**src/rtl/rom_download_writer_pkg.sv**
```systemverilog
// Shared types for the ROM download path: SDRAM/ioctl widths, the buffered word
// record and the SDRAM write FSM states.
package tecmo_pkg;

    localparam int SDRAM_ADDR_W = 23;
    localparam int SDRAM_DATA_W = 32;
    localparam int IOCTL_ADDR_W = 20;

    typedef struct packed {
        logic [SDRAM_ADDR_W-1:0] addr;
        logic [SDRAM_DATA_W-1:0] data;
    } dl_word_t;

    typedef enum logic {
        WR_IDLE = 1'b0,
        WR_REQ  = 1'b1
    } wr_state_t;

    // Each 32-bit ROM word covers two 16-bit SDRAM words; the sum wraps at 2^23.
    function automatic logic [SDRAM_ADDR_W-1:0] rom_sdram_addr(
        input logic [SDRAM_ADDR_W-1:0] base,
        input logic [IOCTL_ADDR_W-3:0] word_addr
    );
        return base + {4'b0000, word_addr, 1'b0};
    endfunction

endpackage

```
**src/rtl/rom_download_writer_if.sv**
```systemverilog
// SDRAM write request channel. The master raises req together with we, addr and
// data and holds all of them stable until it samples ack high; ack is a one-cycle
// acceptance pulse, after which req drops. Ack while req is low has no meaning.
interface rom_download_writer_if;
    import tecmo_pkg::*;

    logic [SDRAM_ADDR_W-1:0] sdram_addr;
    logic [SDRAM_DATA_W-1:0] sdram_data;
    logic                    sdram_we;
    logic                    sdram_req;
    logic                    sdram_ack;

    modport master (
        output sdram_addr, sdram_data, sdram_we, sdram_req,
        input  sdram_ack
    );

    modport slave (
        input  sdram_addr, sdram_data, sdram_we, sdram_req,
        output sdram_ack
    );

endinterface

```
**src/rtl/rom_download_writer_fifo.sv**
```systemverilog
// Small synchronous FIFO of packed download words; head comes straight from the
// storage registers and full/empty are decoded from the occupancy count.
module dl_word_fifo
    import tecmo_pkg::*;
#(
    parameter int FIFO_DEPTH = 4
) (
    input  logic                        clk,
    input  logic                        reset_n,
    input  logic                        push,
    input  dl_word_t                    push_word,
    input  logic                        pop,
    output dl_word_t                    head,
    output logic [$clog2(FIFO_DEPTH):0] count,
    output logic                        full,
    output logic                        empty
);
    localparam int PW = $clog2(FIFO_DEPTH);

    dl_word_t        mem [FIFO_DEPTH];
    logic [PW-1:0]   wr_ptr;
    logic [PW-1:0]   rd_ptr;
    logic            do_push;
    logic            do_pop;

    assign full    = (count == (PW+1)'(FIFO_DEPTH));
    assign empty   = (count == '0);
    assign do_push = push & ~full;
    assign do_pop  = pop & ~empty;
    assign head    = mem[rd_ptr];

    always_ff @(posedge clk or negedge reset_n) begin
        if (!reset_n) begin
            wr_ptr <= '0;
            rd_ptr <= '0;
            count  <= '0;
        end else begin
            if (do_push) wr_ptr <= wr_ptr + 1'b1;
            if (do_pop)  rd_ptr <= rd_ptr + 1'b1;
            case ({do_push, do_pop})
                2'b10:   count <= count + 1'b1;
                2'b01:   count <= count - 1'b1;
                default: count <= count;
            endcase
        end
    end

    always_ff @(posedge clk) begin
        if (do_push) mem[wr_ptr] <= push_word;
    end

endmodule

```
**src/rtl/rom_download_writer.sv**
```systemverilog
// Packs the ioctl ROM byte stream into 32-bit words and writes them to SDRAM.
// Define ROM_CHECKSUM_EN to add a 16-bit byte checksum output.
module rom_download_writer
    import tecmo_pkg::*;
#(
    parameter int                      FIFO_DEPTH = 4,
    parameter logic [SDRAM_ADDR_W-1:0] BASE_ADDR  = 23'h000000
) (
    input  logic                    clk,
    input  logic                    reset_n,
    input  logic                    ioctl_download,
    input  logic                    ioctl_wr,
    input  logic [IOCTL_ADDR_W-1:0] ioctl_addr,
    input  logic [7:0]              ioctl_data,
    output logic                    ioctl_wait,
    rom_download_writer_if.master   sdram,
    output logic                    busy,
    output wr_state_t               dbg_state
`ifdef ROM_CHECKSUM_EN
    ,
    output logic [15:0]             checksum
`endif
);
    localparam int CW  = $clog2(FIFO_DEPTH) + 1;
    localparam int WAW = IOCTL_ADDR_W - 2;

    logic                    dl_d;
    logic                    byte_acc;
    logic                    dl_fall;
    logic                    addr_change;
    logic [WAW-1:0]          word_addr;
    logic [WAW-1:0]          new_waddr;
    logic [1:0]              lane;
    logic [31:0]             pack_data;
    logic [31:0]             lane_data;
    logic [31:0]             lane_keep;
    logic [31:0]             merged;
    logic [3:0]              lane_mask;
    logic [3:0]              lane_bit;
    logic [3:0]              merged_mask;
    logic                    push_valid;
    dl_word_t                push_word;
    dl_word_t                fifo_head;
    logic [CW-1:0]           fifo_count;
    logic [CW:0]             occupancy;
    logic                    fifo_full;
    logic                    fifo_empty;
    logic                    pop;
    wr_state_t               state;
    wr_state_t               state_nx;
    logic                    req_r;
    logic                    we_r;
    logic [SDRAM_ADDR_W-1:0] addr_r;
    logic [SDRAM_DATA_W-1:0] data_r;

    assign byte_acc    = ioctl_wr & ioctl_download;
    assign dl_fall     = dl_d & ~ioctl_download;
    assign lane        = ioctl_addr[1:0];
    assign new_waddr   = ioctl_addr[IOCTL_ADDR_W-1:2];
    assign lane_bit    = 4'b0001 << lane;
    assign lane_data   = {24'h000000, ioctl_data} << {lane, 3'b000};
    assign lane_keep   = ~(32'h0000_00FF << {lane, 3'b000});
    assign merged      = (pack_data & lane_keep) | lane_data;
    assign merged_mask = lane_mask | lane_bit;
    assign addr_change = (lane_mask != 4'h0) && (new_waddr != word_addr);

    // A byte for a new word evicts the partial word and seeds the next one in the same cycle.
    always_ff @(posedge clk or negedge reset_n) begin
        if (!reset_n) begin
            dl_d       <= 1'b0;
            word_addr  <= '0;
            pack_data  <= '0;
            lane_mask  <= '0;
            push_valid <= 1'b0;
            push_word  <= '0;
        end else begin
            dl_d       <= ioctl_download;
            push_valid <= 1'b0;
            if (byte_acc) begin
                word_addr <= new_waddr;
                if (addr_change) begin
                    push_valid <= 1'b1;
                    push_word  <= '{addr: rom_sdram_addr(BASE_ADDR, word_addr), data: pack_data};
                    pack_data  <= lane_data;
                    lane_mask  <= lane_bit;
                end else if (merged_mask == 4'hF) begin
                    push_valid <= 1'b1;
                    push_word  <= '{addr: rom_sdram_addr(BASE_ADDR, new_waddr), data: merged};
                    pack_data  <= '0;
                    lane_mask  <= '0;
                end else begin
                    pack_data  <= merged;
                    lane_mask  <= merged_mask;
                end
            end else if (dl_fall && (lane_mask != 4'h0)) begin
                push_valid <= 1'b1;
                push_word  <= '{addr: rom_sdram_addr(BASE_ADDR, word_addr), data: pack_data};
                pack_data  <= '0;
                lane_mask  <= '0;
            end
        end
    end

    dl_word_fifo #(.FIFO_DEPTH(FIFO_DEPTH)) u_fifo (
        .clk       (clk),
        .reset_n   (reset_n),
        .push      (push_valid),
        .push_word (push_word),
        .pop       (pop),
        .head      (fifo_head),
        .count     (fifo_count),
        .full      (fifo_full),
        .empty     (fifo_empty)
    );

    // Counting the in-flight push register keeps one more word always placeable.
    assign occupancy = {1'b0, fifo_count} + (CW+1)'(push_valid);

    always_ff @(posedge clk or negedge reset_n) begin
        if (!reset_n) ioctl_wait <= 1'b0;
        else          ioctl_wait <= (occupancy >= (CW+1)'(FIFO_DEPTH - 1));
    end

    always_comb begin
        state_nx = state;
        pop      = 1'b0;
        case (state)
            WR_IDLE: begin
                if (!fifo_empty) begin
                    pop      = 1'b1;
                    state_nx = WR_REQ;
                end
            end
            WR_REQ: begin
                if (sdram.sdram_ack) state_nx = WR_IDLE;
            end
            default: state_nx = WR_IDLE;
        endcase
    end

    always_ff @(posedge clk or negedge reset_n) begin
        if (!reset_n) begin
            state  <= WR_IDLE;
            req_r  <= 1'b0;
            we_r   <= 1'b0;
            addr_r <= '0;
            data_r <= '0;
        end else begin
            state <= state_nx;
            if (pop) begin
                req_r  <= 1'b1;
                we_r   <= 1'b1;
                addr_r <= fifo_head.addr;
                data_r <= fifo_head.data;
            end else if ((state == WR_REQ) && sdram.sdram_ack) begin
                req_r <= 1'b0;
                we_r  <= 1'b0;
            end
        end
    end

    assign sdram.sdram_req  = req_r;
    assign sdram.sdram_we   = we_r;
    assign sdram.sdram_addr = addr_r;
    assign sdram.sdram_data = data_r;
    assign dbg_state        = state;
    assign busy             = dl_d | push_valid | (lane_mask != 4'h0) | ~fifo_empty | req_r;

`ifdef ROM_CHECKSUM_EN
    logic [15:0] sum_base;

    assign sum_base = (ioctl_download & ~dl_d) ? 16'h0000 : checksum;

    always_ff @(posedge clk or negedge reset_n) begin
        if (!reset_n) checksum <= 16'h0000;
        else          checksum <= sum_base + (byte_acc ? {8'h00, ioctl_data} : 16'h0000);
    end
`endif

endmodule

```
**src/flat_wrapper.sv**
```systemverilog
// flat-port wrapper written by rule: the top's interface ports become plain ports
module rom_download_writer_flat import tecmo_pkg::*;
#(
    parameter int                      FIFO_DEPTH = 4,
    parameter logic [SDRAM_ADDR_W-1:0] BASE_ADDR  = 23'h000000
)
  (clk, reset_n, ioctl_download, ioctl_wr, ioctl_addr, ioctl_data, ioctl_wait, busy, dbg_state, sdram_sdram_addr, sdram_sdram_data, sdram_sdram_we, sdram_sdram_req, sdram_sdram_ack);
  rom_download_writer_if sdram_i ();
  input  logic clk;
  input  logic reset_n;
  input  logic ioctl_download;
  input  logic ioctl_wr;
  input  logic [IOCTL_ADDR_W-1:0] ioctl_addr;
  input  logic [7:0] ioctl_data;
  output logic ioctl_wait;
  output logic busy;
  output wr_state_t dbg_state;
  output wire logic [$bits(sdram_i.sdram_addr)-1:0] sdram_sdram_addr;
  output wire logic [$bits(sdram_i.sdram_data)-1:0] sdram_sdram_data;
  output wire logic [$bits(sdram_i.sdram_we)-1:0] sdram_sdram_we;
  output wire logic [$bits(sdram_i.sdram_req)-1:0] sdram_sdram_req;
  input wire logic [$bits(sdram_i.sdram_ack)-1:0] sdram_sdram_ack;
  assign sdram_sdram_addr = sdram_i.sdram_addr;
  assign sdram_sdram_data = sdram_i.sdram_data;
  assign sdram_sdram_we = sdram_i.sdram_we;
  assign sdram_sdram_req = sdram_i.sdram_req;
  assign sdram_i.sdram_ack = sdram_sdram_ack;
  rom_download_writer #(.FIFO_DEPTH(FIFO_DEPTH), .BASE_ADDR(BASE_ADDR)) u_core (.clk(clk), .reset_n(reset_n), .ioctl_download(ioctl_download), .ioctl_wr(ioctl_wr), .ioctl_addr(ioctl_addr), .ioctl_data(ioctl_data), .ioctl_wait(ioctl_wait), .sdram(sdram_i), .busy(busy), .dbg_state(dbg_state));
endmodule
```
**config.mk**
```make
export PLATFORM = sky130hd
export DESIGN_NAME = rom_download_writer_flat
export DESIGN_NICKNAME = d
export VERILOG_FILES = /design/src/rtl/rom_download_writer_pkg.sv /design/src/rtl/rom_download_writer_if.sv /design/src/rtl/rom_download_writer_fifo.sv /design/src/rtl/rom_download_writer.sv /design/src/flat_wrapper.sv
export SDC_FILE = /design/constraint.sdc
export NUM_CORES = 1
export LEC_CHECK = 0
export BUFFER_PORTS_ARGS = -buffer_cell sky130_fd_sc_hd__buf_2
export CORE_ASPECT_RATIO = 1.5
export CORE_MARGIN = 2
export CORE_UTILIZATION = 45
export CTS_CLUSTER_DIAMETER = 60
export CTS_CLUSTER_SIZE = 16
export DETAILED_ROUTE_END_ITERATION = 6
export GPL_TIMING_DRIVEN = 1
export SLEW_MARGIN = 20
export SYNTH_ARGS = -nofsm -noshare
export SYNTH_HDL_FRONTEND = slang
export SYNTH_SLANG_ARGS = --single-unit
```
**constraint.sdc**
```tcl
create_clock -name clk -period 2.8 [get_ports clk]
set_input_delay 0.14 -clock clk [delete_from_list [all_inputs] [get_ports clk]]
set_output_delay 0.14 -clock clk [all_outputs]
set_load 0.02 [all_outputs]
```
# == After elaboration in Yosys (flattened, before gate mapping) ==
# Memories as Yosys holds them, arrays and structs flattened. A register that Yosys moved wholly into a read port is not among the register bits.
# Index checks and enable logic that the tools add are counted.
# totals
register_bits,121
ramBits,220
inputBits,33
out_inout_bits,60
n_memories,1
# mem_list
name,depth,width,rd,rd_ports_with_merged_regs,wr,line_no,text
u_core.u_fifo.mem,4,55,1,1,1,rom_download_writer_fifo.sv:20,dl_word_t mem [FIFO_DEPTH];
# op_classes
add_sub_neg,5
n_lt_le_gt_ge,1
eq_ne,6
n_shift,3
mux,25
bitwise_logic,16
n_reduce_logical,10
# ops
cell,count
two-way mux 55 bit,4
two-way mux 32 bit,4
AND 32 bit,1
NOT 32 bit,1
OR 32 bit,1
left shift 8 x 5 -> 32 bit,1
"left shift 8 x 5 -> 32 bit, first input constant",1
!= test 18 bit,1
two-way mux 4 bit,4
two-way mux 1 bit,11
case mux 3 bit (2 select lines),1
nonzero test 2 bit,3
"adder 2 x 1 -> 2 bit, second input constant",2
adder 3 x 1 -> 4 bit,1
AND 1 bit,4
"== test 4 bit, second input constant",1
"greater-or-equal comparator 4 x 2 -> 1 bit, second input constant",1
NOT 1 bit,4
OR 1 bit,4
OR 4 bit,1
nonzero test 4 bit,1
"left shift 1 x 2 -> 4 bit, first input constant",1
"adder 3 x 1 -> 3 bit, second input constant",1
"== test 3 bit, second input constant",1
other kinds (9),11

# == Longest topological paths before layout ==
# Gate-level depths: netlist of run 1.
# depth
word_depth,7
mapped_depth,10
mapped_depth_nobuf,9

# == Hierarchy ==
# Synthesis of run 1 repeated with hierarchy kept, for this count alone.
# unflattened
hier_cells,970
area_unflattened_um2,15507.4
# modules_own_cells
mod,instances,cells_each,area_per_inst_um2
dl_word_fifo,1,324,8355.5
rom_download_writer,1,646,7151.9

# == Least setup slack after synthesis of run 1 ==
# OpenSTA, ideal clock, no wires.
# synth_path
kind,register -> register
startpoint,register u_core.u_fifo.count[0]
endpoint,memory u_core.u_fifo.mem[0][0] (netlist name) (enable)
setup_ns,0.413
arrival_ns,2.131
path_slack_ns,0.257
path_stages_with_launch,4
cell_sequence,dfrtp_1 > inv_1 > a31oi_1 > and2_1
# synth_between
elab_chain_len,5
# synth_rtl
item,line_no,text
"start, declared",rom_download_writer_fifo.sv:14,"output logic [$clog2(FIFO_DEPTH):0] count,"
"start signal, assigned",rom_download_writer_fifo.sv:41,2'b10: count <= count + 1'b1;
"start signal, assigned",rom_download_writer_fifo.sv:42,2'b01: count <= count - 1'b1;
"start signal, assigned",rom_download_writer_fifo.sv:43,default: count <= count;
== test 3 bit,rom_download_writer_fifo.sv:26,assign full = (count == (PW+1)'(FIFO_DEPTH));
NOT 1 bit,rom_download_writer_fifo.sv:28,assign do_push = push & ~full;
AND 1 bit,rom_download_writer_fifo.sv:28,
two-way mux 1 bit,rom_download_writer_fifo.sv:49,if (do_push) mem[wr_ptr] <= push_word;
two-way mux 1 bit (implied by the code),rom_download_writer_fifo.sv:49,
"end, declared",rom_download_writer_fifo.sv:20,
# No other way between the ends.

# == Final worst setup path of run 1 ==
# layout_path
startpoint,register u_core.lane_mask[2]
endpoint,output port busy
# layout_between
elab_chain_len,4
# layout_rtl
item,line_no,text
"start, declared",rom_download_writer.sv:38,logic [3:0] lane_mask;
"start signal, assigned",rom_download_writer.sv:85,lane_mask <= lane_bit;
"start signal, assigned",rom_download_writer.sv:93,lane_mask <= merged_mask;
nonzero test 4 bit,rom_download_writer.sv:167,assign busy = dl_d | push_valid | (lane_mask != 4'h0) | ~fifo_empty | req_r;
OR 1 bit (3 in a row),rom_download_writer.sv:167,
"end, declared",flat_wrapper.sv:16,output logic busy;
# No other way between the ends.

==> results.py, run 1 <==
metrics = {
    "status": {
        "status": "completed",
    },
    "timing": {
        "min_period_ns": 2.607,
        "rsz0062_at_grt": "false",
        "finalSetupTns_ns": 0,
        "slew_viol_final": 0,
        "setup_ws_ns": 0.1935,
        "fin_crit_sh": 0.9309,
        "tightest_slew_ns": 0.7518,
        "max_freq_ghz": 0.3837,
        "setup-violations-final": 0,
        "hold_viol": 0,
        "skew_ns": 0.01366,
        "slew_headroom": 0.4970,
    },
    "die": {
        "die_area_um2": 34970,
        "core-area_um2": 33240,
        "pin_count": 93,
        "die_h_um": 228.0,
        "initial_utilization": 0.4530,
        "fp-row-count": 82,
        "die_width_um": 153.4,
    },
    "run": {
        "drv_cap": 0,
    },
    "critical_path": {
        "crit_path_max_incr_delay_ns": 0.55,
        "r2r_end": "u_core.pack_data[21]$_DFFE_PN0P_",
        "critPathKind": "flip-flop to primary output",
        "critPathLaunchType": "flip-flop",
        "path_cells": "or4_4 > buf_4 > or4_1 > buf_2",
        "path_buf_inv": 2,
        "crit_fanout": 13,
        "crit_path_end_kind": "primary output",
        "reg2reg_slack_ns": 0.36,
        "critPathTopFamily": "simple AND/OR/NAND/NOR gates",
        "crit_path_top_delay_cell": "or4_4",
        "reg2reg_depth": 7,
        "critical_path_required_ns": 2.66,
        "r2r_start": "u_core.word_addr[12]$_DFFE_PN0P_",
        "arrival_ns": 2.47,
    },
    "synth": {
        "avgSynthCellArea_um2": 15.54,
        "synth_ff_type": "edfxtp_1",
        "synth-seq-area-share": 0.6747,
        "synth_most_common_cell": "edfxtp_1",
        "ys_ff_latch": 366,
        "synth.largest_area_cell": "edfxtp_1",
        "syn_inst": 969,
        "syn-cell-area_um2": 15060,
        "yosysTopAreaCellShare": 0.3988,
        "synth_cell_type_count": 50,
        "synth_edf_count": 200,
        "yosys-top-cells-count": "edfxtp_1, dfrtp_1, nand2_1",
        "async_flop_share": 0.4536,
        "ys_warn_count": 0,
        "ys_top_cells_by_area": "edfxtp_1, dfrtp_1, mux4_2, mux2_2, mux2i_1",
    },
    "cts": {
        "cts-root-buf": "clkbuf_16",
        "cts.path.max_buffers": 3,
        "cts_tree": "yes",
        "clk_latency_ns": 0.55,
        "path_clk_slew_ns": 0.08,
        "cts_buffers": 27,
        "cts.sink_count": 366,
        "postCtsSetupBuffers": 0,
        "h-tree-depth": 1,
    },
    "route": {
        "vias": 8569,
        "drcViolationCount": 0,
        "drtPass1Iterations": 5,
        "wl_mm": 32.64,
        "ant_nets": 0,
        "wl_per_cell_um": 21.60,
        "vias_per_cell": 5.671,
        "drt_iter0_markers": 523,
    },
    "grt": {
        "grt_usage": 0.1878,
        "grt_max_degree": 99,
        "antenna_found_initial": 0,
        "grt_pass1_vias": 8722,
        "grt_pass1_wl_mm": 51.56,
        "grt-ovfl-total": 0,
    },
    "power_and_ir_drop": {
        "p_leak_nw": 6.685,
        "powerDensity_nw_per_um2": 1022,
        "ir_worst_vdd_mv": 0.5094,
    },
    "layout": {
        "diodes": 0,
        "design_area_um2": 17050,
        "nNetsFinal": 1112,
        "final_layout_size_suffix_gt1_frac": 0.2667,
        "multi_input_area_um2": 4617,
        "finalNonFillerCells": 1511,
        "seq_area_um2": 10160,
        "final_util": 0.5130,
        "nFillCells": 2845,
        "synthToLayoutAreaGrowth_pct": 13.25,
    },
    "worst_hold_path": {
        "hold_end": "u_core.lane_mask[1]$_DFFE_PN0P_",
        "min-delay-start": "ioctl_addr[1]",
        "hp-class": "input pin to flip-flop",
        "min_delay_path_depth": 4,
    },
    "place": {
        "place_ws_ns": 0.09664,
        "io_buffers": 87,
        "place_inst": 1441,
        "hpwl_mm": 20.39,
        "gp_congestion": 0.7861,
        "place_area_um2": 16040,
    },
}
==> worst min-delay path, cell delays in order <==
cell     delay, ns
buf_2         0.20
nor2b_1       0.08
o21ai_0       0.07
a21oi_1       0.07
==> registers in the layout, summed over array words and instances (netlist names) <==
signal / count
u_core.u_fifo.mem: 200
u_core.push_word: 50
u_core.pack_data: 32
u_core.sdram.sdram_data: 32
u_core.sdram.sdram_addr: 18
u_core.word_addr: 18
u_core.lane_mask: 4
u_core.u_fifo.count: 3
u_core.u_fifo.rd_ptr: 2
u_core.u_fifo.wr_ptr: 2
u_core.dbg_state: 1
u_core.dl_d: 1
u_core.ioctl_wait: 1
u_core.push_valid: 1
u_core.sdram.sdram_req: 1
==> routing by layer <==
metal  GRT usage  share of wire  routed length (um)
met2      0.3371           0.54               17480
met4     0.04874          0.021                 695
met1      0.2453           0.41               13300
met5           0              0                   0
met3     0.01824          0.036                1159
==> report_power, final <==
group / leakage (nW) / internal [W] / switching [W]
clock network: 0.378 / 0.00188 / 0.00182
logic: 2.42 / 0.00240 / 0.00271
registers: 3.88 / 0.00759 / 0.00105
total: 6.68 / 0.0119 / 0.00557
==> cells by family (layout without fill, tap and decap cells) <==
group           count (synthesis)  count (layout)  share of synthesized area
flops                         366             366                     0.6747
other cells                     1               5                  0.0002490
buf+inv                        75             193                    0.02202
xor+xnor                       24              24                    0.01396
mux                           135             135                     0.1355
compound gates                138             138                    0.07271
simple gates                  222             222                    0.07370
fa+ha+maj                       8               8                   0.007146
==> through the flow <==
stage	power [W]	hold slack, ns
floorplan	0.01213	-0.1556
finish	0.01744	0.03561
detailed placement	0.01397	0.07971
global route	0.01839	0.08310
global placement	0.01382	0.08177
CTS	0.01769	0.01233
==> cells in the final DEF (no fill, tap or decap), types with 2 or more instances in the layout <==
cell	n
dlygate4sd3_1	21
ha_1	7
inv_1	7
nor3_1	2
or2_2	19
xnor2_1	9
and3_1	41
nand4_1	4
nor4_1	3
xor2_1	15
conb_1	5
mux4_2	50
buf_4	23
nor2_4	2
o221a_2	8
buf_2	86
o31ai_1	32
a221o_1	32
mux2i_1	34
o221a_1	10
clkbuf_1	19
o21bai_1	2
and2_2	5
clkbuf_16	28
nand3_1	35
nand2_1	61
mux2_2	51
buf_12	5
nor2_1	38
a21oi_1	37
dfrtp_1	164
inv_4	2
nand2b_1	4
o21ai_0	8
edfxtp_1	200
==> worst max-delay path by stage <==
stage,start,end,slack (ns),depth (start not counted)
global placement,u_core.word_addr[15]$_DFFE_PN0P_,u_core.push_word[34]$_DFFE_PN0P_,0.14,6
floorplan,u_core.u_fifo.count[0]$_DFFE_PN0P_,u_core.u_fifo.mem[0][0]$_DFFE_PP_,0.26,3
detailed placement,u_core.word_addr[15]$_DFFE_PN0P_,u_core.push_word[36]$_DFFE_PN0P_,0.1,6
finish,u_core.lane_mask[2]$_DFFE_PN0P_,busy,0.19,4
CTS,u_core.word_addr[15]$_DFFE_PN0P_,u_core.push_word[36]$_DFFE_PN0P_,0.03,6
global route,u_core.word_addr[12]$_DFFE_PN0P_,u_core.pack_data[10]$_DFFE_PN0P_,0.04,7
==> what timing repair did <==
action | CTS | global route
endpoints found under the hold margin | 100 | 0
resized for setup | 0 | 1
endpoints found under the setup margin | 0 | 4
hold buffers | 21 | 0
==> layout make-up <==
cell class,count,area share
clock buffer,47,0.04527
multi-input combinational,532,0.2707
tap,420,0.03081
timing repair buffer,136,0.05422
sequential,366,0.5960
inverter,8,0.001908
clock inverter,2,0.001027
Note: power is estimated with default switching activity, not from simulation.
==> run 2: changes to the inputs <==
--- a/config.mk
+++ b/config.mk
@@ -13,6 +13,7 @@
 export CTS_CLUSTER_SIZE = 16
 export DETAILED_ROUTE_END_ITERATION = 6
 export GPL_TIMING_DRIVEN = 1
+export PLACE_DENSITY_LB_ADDON = 0.2
 export SLEW_MARGIN = 20
 export SYNTH_ARGS = -nofsm -noshare
 export SYNTH_HDL_FRONTEND = slang
==> run 2 against run 1 <==
Combinational power fell by 1%. Largest power group unchanged. Hold slack improved by 0.027 ns. Die area is the same. Setup slack better by 0.049 ns. Non-clock buffer count rose by 2. Power fell by 0.63%. Core utilization about the same.
==> results.py, run 2 (synthesis gave the netlist of run 1 again) <==
metrics = {
    "place": {
        "place_area_um2": 16070,
        "place_inst": 1443,
        "gp_congestion": 0.7986,
        "hpwl_mm": 20.19,
        "io_buffers": 87,
    },
    "timing": {
        "slew_headroom": 0.4999,
        "slew_viol_final": 0,
        "finalSetupTns_ns": 0,
        "skew_ns": 0.01472,
        "max_freq_ghz": 0.3909,
        "hold_viol": 0,
        "tightest_slew_ns": 0.7474,
        "min_period_ns": 2.558,
        "rsz0062_at_grt": "false",
        "fin_crit_sh": 0.9136,
        "setup-violations-final": 0,
    },
    "grt": {
        "grt-ovfl-total": 0,
        "grt_usage": 0.1847,
        "grt_pass1_vias": 8868,
        "grt_max_degree": 65,
        "grt_pass1_wl_mm": 51.27,
        "antenna_found_initial": 0,
    },
    "power_and_ir_drop": {
        "p_int_w": 0.01183,
        "switching_share": 0.3173,
        "p_seq_frac": 0.501,
        "ir_worst_vdd_mv": 0.3791,
        "comb_power_share": 0.291,
        "pwr-share-clk": 0.208,
        "p_leak_nw": 6.689,
        "powerDensity_nw_per_um2": 1015,
        "p_sw_w": 0.005498,
    },
    "cts": {
        "cts-root-buf": "clkbuf_16",
        "cts_buffers": 27,
        "cts.sink_count": 366,
        "ctsResizeCount": 0,
        "cts_tree": "yes",
        "h-tree-depth": 1,
        "clk_latency_ns": 0.54,
        "cts.path.max_buffers": 3,
        "postCtsSetupBuffers": 0,
        "path_clk_slew_ns": 0.08,
    },
    "layout": {
        "largest_register": "u_core.u_fifo.mem",
        "final_layout_size_suffix_gt1_frac": 0.2672,
        "top_regs": "u_core.u_fifo.mem: 200 flops, u_core.push_word: 50 flops",
        "diodes": 0,
        "layout_common_cells": "edfxtp_1, dfrtp_1, buf_2",
        "layout_commonest_cell": "edfxtp_1",
        "design_area_um2": 17070,
        "finalNonFillerCells": 1513,
        "largest_register_ffs": 200,
        "synthToLayoutAreaGrowth_pct": 13.34,
        "nNetsFinal": 1114,
    },
    "critical_path": {
        "crit_fanout": 13,
        "critical_path_required_ns": 2.66,
        "crit_path_end_kind": "primary output",
        "critPathLaunchType": "flip-flop",
        "arrival_ns": 2.42,
        "critPathKind": "flip-flop to primary output",
    },
    "route": {
        "wl_per_cell_um": 21.10,
        "ant_nets": 0,
        "drt_iter0_markers": 543,
        "met1_length_mm": 13.08,
        "wl_mm": 31.93,
        "met2_length_mm": 17.10,
        "vias": 8510,
        "dr_wl_met3_mm": 1.110,
        "drtPass1Iterations": 5,
        "dr.max_layer_used": "met4",
        "drcViolationCount": 0,
        "vias_per_cell": 5.625,
    },
    "die": {
        "die_area_um2": 34970,
        "fp-row-count": 82,
        "pin_count": 93,
        "initial_utilization": 0.4530,
        "die_width_um": 153.4,
        "die_h_um": 228.0,
        "core-area_um2": 33240,
    },
    "status": {
        "status": "completed",
    },
    "worst_hold_path": {
        "hp-class": "input pin to flip-flop",
    },
    "run": {
        "drv_cap": 0,
    },
}
-- run 2: layout make-up --
cell class / instances / area, um2
multi-input cells: 532 / 4617
clock buffers: 47 / 750.7
repair buffers: 138 / 952.2
inverters: 8 / 32.53
fillers: 2817 / 16170
flip-flops and latches: 366 / 10160
well taps: 420 / 525.5
clock inverters: 2 / 25.02
-- run 2: power groups by stage --
stage	registers [W]	clock network (W)	logic [W]
global route	0.00889	0.00389	0.00553
global placement	0.00873	0	0.00508
detailed placement	0.00882	0	0.00515
floorplan	0.00884	0	0.00328
CTS	0.00871	0.00372	0.00518
finish	0.00868	0.00360	0.00504
-- run 2: what timing repair did --
action / 4_1_cts / 5_1_grt
endpoints found under the hold margin: 101 / 0
hold buffers: 21 / 0
setup endpoints to repair: 0 / 0
-- run 2: worst paths after layout --
| check | startpoint | to | slack [ns] | cells past startpoint |
|---|---|---|---|---|
| setup / recovery | u_core.lane_mask[2]$_DFFE_PN0P_ | busy | 0.24 | 4 |
| hold / removal | ioctl_addr[1] | u_core.lane_mask[1]$_DFFE_PN0P_ | 0.06 | 4 |
| setup reg to reg | u_core.word_addr[12]$_DFFE_PN0P_ | u_core.push_word[28]$_DFFE_PN0P_ | 0.38 | 8 |
| hold reg to reg | u_core.sdram.sdram_addr[13]$_DFFE_PN0P_ | u_core.sdram.sdram_addr[13]$_DFFE_PN0P_ | 0.50 | 1 |
| max in group asynchronous | reset_n | u_core.sdram.sdram_data[30]$_DFFE_PN0P_ | 1.85 | 3 |
| min in group asynchronous | reset_n | u_core.sdram.sdram_addr[14]$_DFFE_PN0P_ | 0.16 | 2 |
-- run 2: through the flow --
stage	util	setup slack, ns	hold slack, ns	power (W)
finish	0.5134	0.2420	0.06252	0.01733
global placement	0.4835	0.1860	0.2075	0.01380
detailed placement	0.4835	0.1502	0.2099	0.01397
floorplan	-	0.2567	-0.1556	0.01213
global route	0.5134	0.1682	0.08833	0.01831
CTS	0.5131	0.1151	0.03014	0.01761
-- run 2: critical path, cell delays in order (launching register included) --
cell and delay [ns]:
dfrtp_1 0.43, or4_4 0.55, buf_4 0.22, or4_1 0.50
buf_2 0.18
-- run 2: layer usage --
metal / vias up / global-route usage
met5: - / 0
met2: 175 / 0.3315
li1: 3907 / -
met1: 4390 / 0.2369
met3: 38 / 0.02261
met4: 0 / 0.05075
==> run 3: changes to the inputs <==
--- a/config.mk
+++ b/config.mk
@@ -8,12 +8,13 @@
 export BUFFER_PORTS_ARGS = -buffer_cell sky130_fd_sc_hd__buf_2
 export CORE_ASPECT_RATIO = 1.5
 export CORE_MARGIN = 2
-export CORE_UTILIZATION = 45
+export CORE_UTILIZATION = 60
 export CTS_CLUSTER_DIAMETER = 60
 export CTS_CLUSTER_SIZE = 16
 export DETAILED_ROUTE_END_ITERATION = 6
 export GPL_TIMING_DRIVEN = 1
 export PLACE_DENSITY_LB_ADDON = 0.2
+export REMOVE_ABC_BUFFERS = 1
 export SLEW_MARGIN = 20
 export SYNTH_ARGS = -nofsm -noshare
 export SYNTH_HDL_FRONTEND = slang
==> constraint.sdc (replaced) <==
create_clock -name clk -period 2.4 [get_ports clk]
set_input_delay 0.12 -clock clk [delete_from_list [all_inputs] [get_ports clk]]
set_output_delay 0.12 -clock clk [all_outputs]
set_load 0.02 [all_outputs]
==> run 3 against run 2 <==
Combinational power up 19%. Flip-flop and latch count unchanged. Clock skew down 0.0056 ns. Core utilization up 17 points. Via count up 2.4%. Sequential power up 16%. Final area up 0.21%. Clock power up 16%. Sequential share of layout area down 0.13 points. Largest power group unchanged.
==> results.py, run 3 (synthesis gave the netlist of run 1 again) <==
metrics = {
    "power_and_ir_drop": {
        "pwr-share-clk": 0.205,
        "p_leak_nw": 6.760,
        "p_int_w": 0.01388,
        "p_seq_frac": 0.499,
        "comb_power_share": 0.295,
        "p_sw_w": 0.006370,
        "powerDensity_nw_per_um2": 1184,
        "ir_worst_vdd_mv": 0.6674,
        "switching_share": 0.3145,
    },
    "cts": {
        "clk_latency_ns": 0.54,
        "cts.sink_count": 366,
        "cts_tree": "yes",
        "cts.path.max_buffers": 3,
        "h-tree-depth": 1,
        "cts_buffers": 26,
        "path_clk_slew_ns": 0.07,
        "ctsResizeCount": 0,
        "cts-root-buf": "clkbuf_16",
    },
    "grt": {
        "grt_pass1_vias": 8751,
        "grt-ovfl-total": 0,
        "grt_max_degree": 75,
        "grt_usage": 0.2358,
        "antenna_found_initial": 0,
        "grt_pass1_wl_mm": 48.33,
    },
    "route": {
        "drcViolationCount": 0,
        "drt_iter0_markers": 756,
        "vias": 8715,
        "wl_per_cell_um": 21.41,
        "drtPass1Iterations": 5,
        "wl_mm": 30.57,
        "vias_per_cell": 6.103,
        "ant_nets": 0,
    },
    "timing": {
        "min_period_ns": 2.336,
        "hold_viol": 0,
        "fin_crit_sh": 0.9734,
        "holdWs_ns": 0.04047,
        "skew_ns": 0.009112,
        "tightest_slew_ns": 0.7963,
        "rsz0062_at_grt": "false",
        "finalSetupTns_ns": 0,
        "max_freq_ghz": 0.4281,
        "slew_headroom": 0.4672,
        "slew_viol_final": 0,
        "setup-violations-final": 0,
    },
    "critical_path": {
        "crit_fanout": 5,
        "critPathKind": "flip-flop to primary output",
        "critPathLaunch": "u_core.lane_mask[0]$_DFFE_PN0P_",
        "crit_path_end_kind": "primary output",
        "r2r_start": "u_core.word_addr[7]$_DFFE_PN0P_",
        "critical_path_required_ns": 2.28,
        "arrival_ns": 2.22,
        "critPathLaunchType": "flip-flop",
    },
    "place": {
        "place_inst": 1358,
        "hpwl_mm": 18.67,
        "gp_congestion": 0.8017,
        "io_buffers": 87,
    },
    "die": {
        "die_width_um": 133.4,
        "initial_utilization": 0.6054,
        "die_area_um2": 26410,
        "core-area_um2": 24870,
        "pin_count": 93,
        "die_h_um": 198.0,
        "fp-row-count": 71,
    },
    "worst_hold_path": {
        "min-delay-start": "ioctl_addr[1]",
        "hp-class": "input pin to flip-flop",
    },
    "layout": {
        "nFillCells": 1696,
        "finalNonFillerCells": 1428,
        "largest_register": "u_core.u_fifo.mem",
        "layout_common_cells": "edfxtp_1, dfrtp_1, buf_2",
        "top_regs": "u_core.u_fifo.mem: 200 flops, u_core.push_word: 50 flops",
        "largest_register_ffs": 200,
        "layout_commonest_cell": "edfxtp_1",
        "final_layout_size_suffix_gt1_frac": 0.2718,
        "synthToLayoutAreaGrowth_pct": 13.59,
        "diodes": 0,
        "nNetsFinal": 1121,
    },
    "run": {
        "drv_cap": 0,
    },
    "status": {
        "status": "completed",
    },
}
-- run 3: cell types whose count changed in the layout (fill, tap and decap cells not counted) --
| cell | before | now |
|---|---|---|
| clkinv_8 | 1 | 0 |
| buf_12 | 6 | 15 |
| clkbuf_8 | 0 | 1 |
| o311ai_2 | 0 | 1 |
| buf_4 | 24 | 23 |
| inv_6 | 1 | 0 |
| o311ai_4 | 1 | 0 |
-- run 3: routing by layer --
metal  GRT usage  vias up  wire, um
met4     0.07407        0       816
met3     0.02355       56      1179
met1      0.3156     4518     12730
met5           0        -         0
met2      0.4126      223     15840
li1            -     3918         -
-- run 3: worst max-delay path: stages, from the launching register on --
cell     delay, ns
dfrtp_1       0.43
or4_4         0.59
or4_1         0.49
buf_2         0.18
-- run 3: final timing paths --
check                      cells after the start  slack [ns]                                       to
min in group asynchronous                      2        0.12  u_core.sdram.sdram_addr[10]$_DFFE_PN0P_
setup / recovery                               3        0.06                                     busy
hold / removal                                 4        0.04          u_core.lane_mask[1]$_DFFE_PN0P_
hold reg to reg                                1        0.50  u_core.sdram.sdram_addr[18]$_DFFE_PN0P_
max in group asynchronous                      3        1.52         u_core.push_word[10]$_DFFE_PN0P_
setup reg to reg                               8        0.08         u_core.push_word[33]$_DFFE_PN0P_
-- run 3: power groups by stage --
stage | clock network (W) | logic (W) | registers (W)
after floorplan | 0 | 0.00344 | 0.0106
after global placement | 0 | 0.00587 | 0.0101
after detailed placement | 0 | 0.00603 | 0.0103
after CTS | 0.00423 | 0.00608 | 0.0101
after global routing | 0.00444 | 0.00647 | 0.0104
final | 0.00416 | 0.00598 | 0.0101
-- run 3: per-stage QoR --
stage	power, W	util	area [um2]	worst slack, ns
final	0.02025	0.6876	17100	0.06394
after global routing	0.02126	0.6876	17100	0.003430
after CTS	0.02045	0.6876	17100	0.04739
after detailed placement	0.01630	0.6481	16120	0.1125
after global placement	0.01602	0.6481	16120	0.1614
after floorplan	0.01407	-	14770	-1.777
-- run 3: area by class of cell --
class,count,area (um2),share of cell area
repair buffers,146,1125,0.06576
flip-flops and latches,366,10160,0.5943
inverters,8,32.53,0.001902
clock buffers,48,764.5,0.04470
well taps,328,410.4,0.02399
multi-input cells,532,4607,0.2693
-- run 3: repair_timing --
action | 4_1_cts | 5_1_grt
setup endpoints to repair | 1 | 0
setup buffers | 2 | 0
endpoints found under the hold margin | 93 | 0
hold buffers | 21 | 0
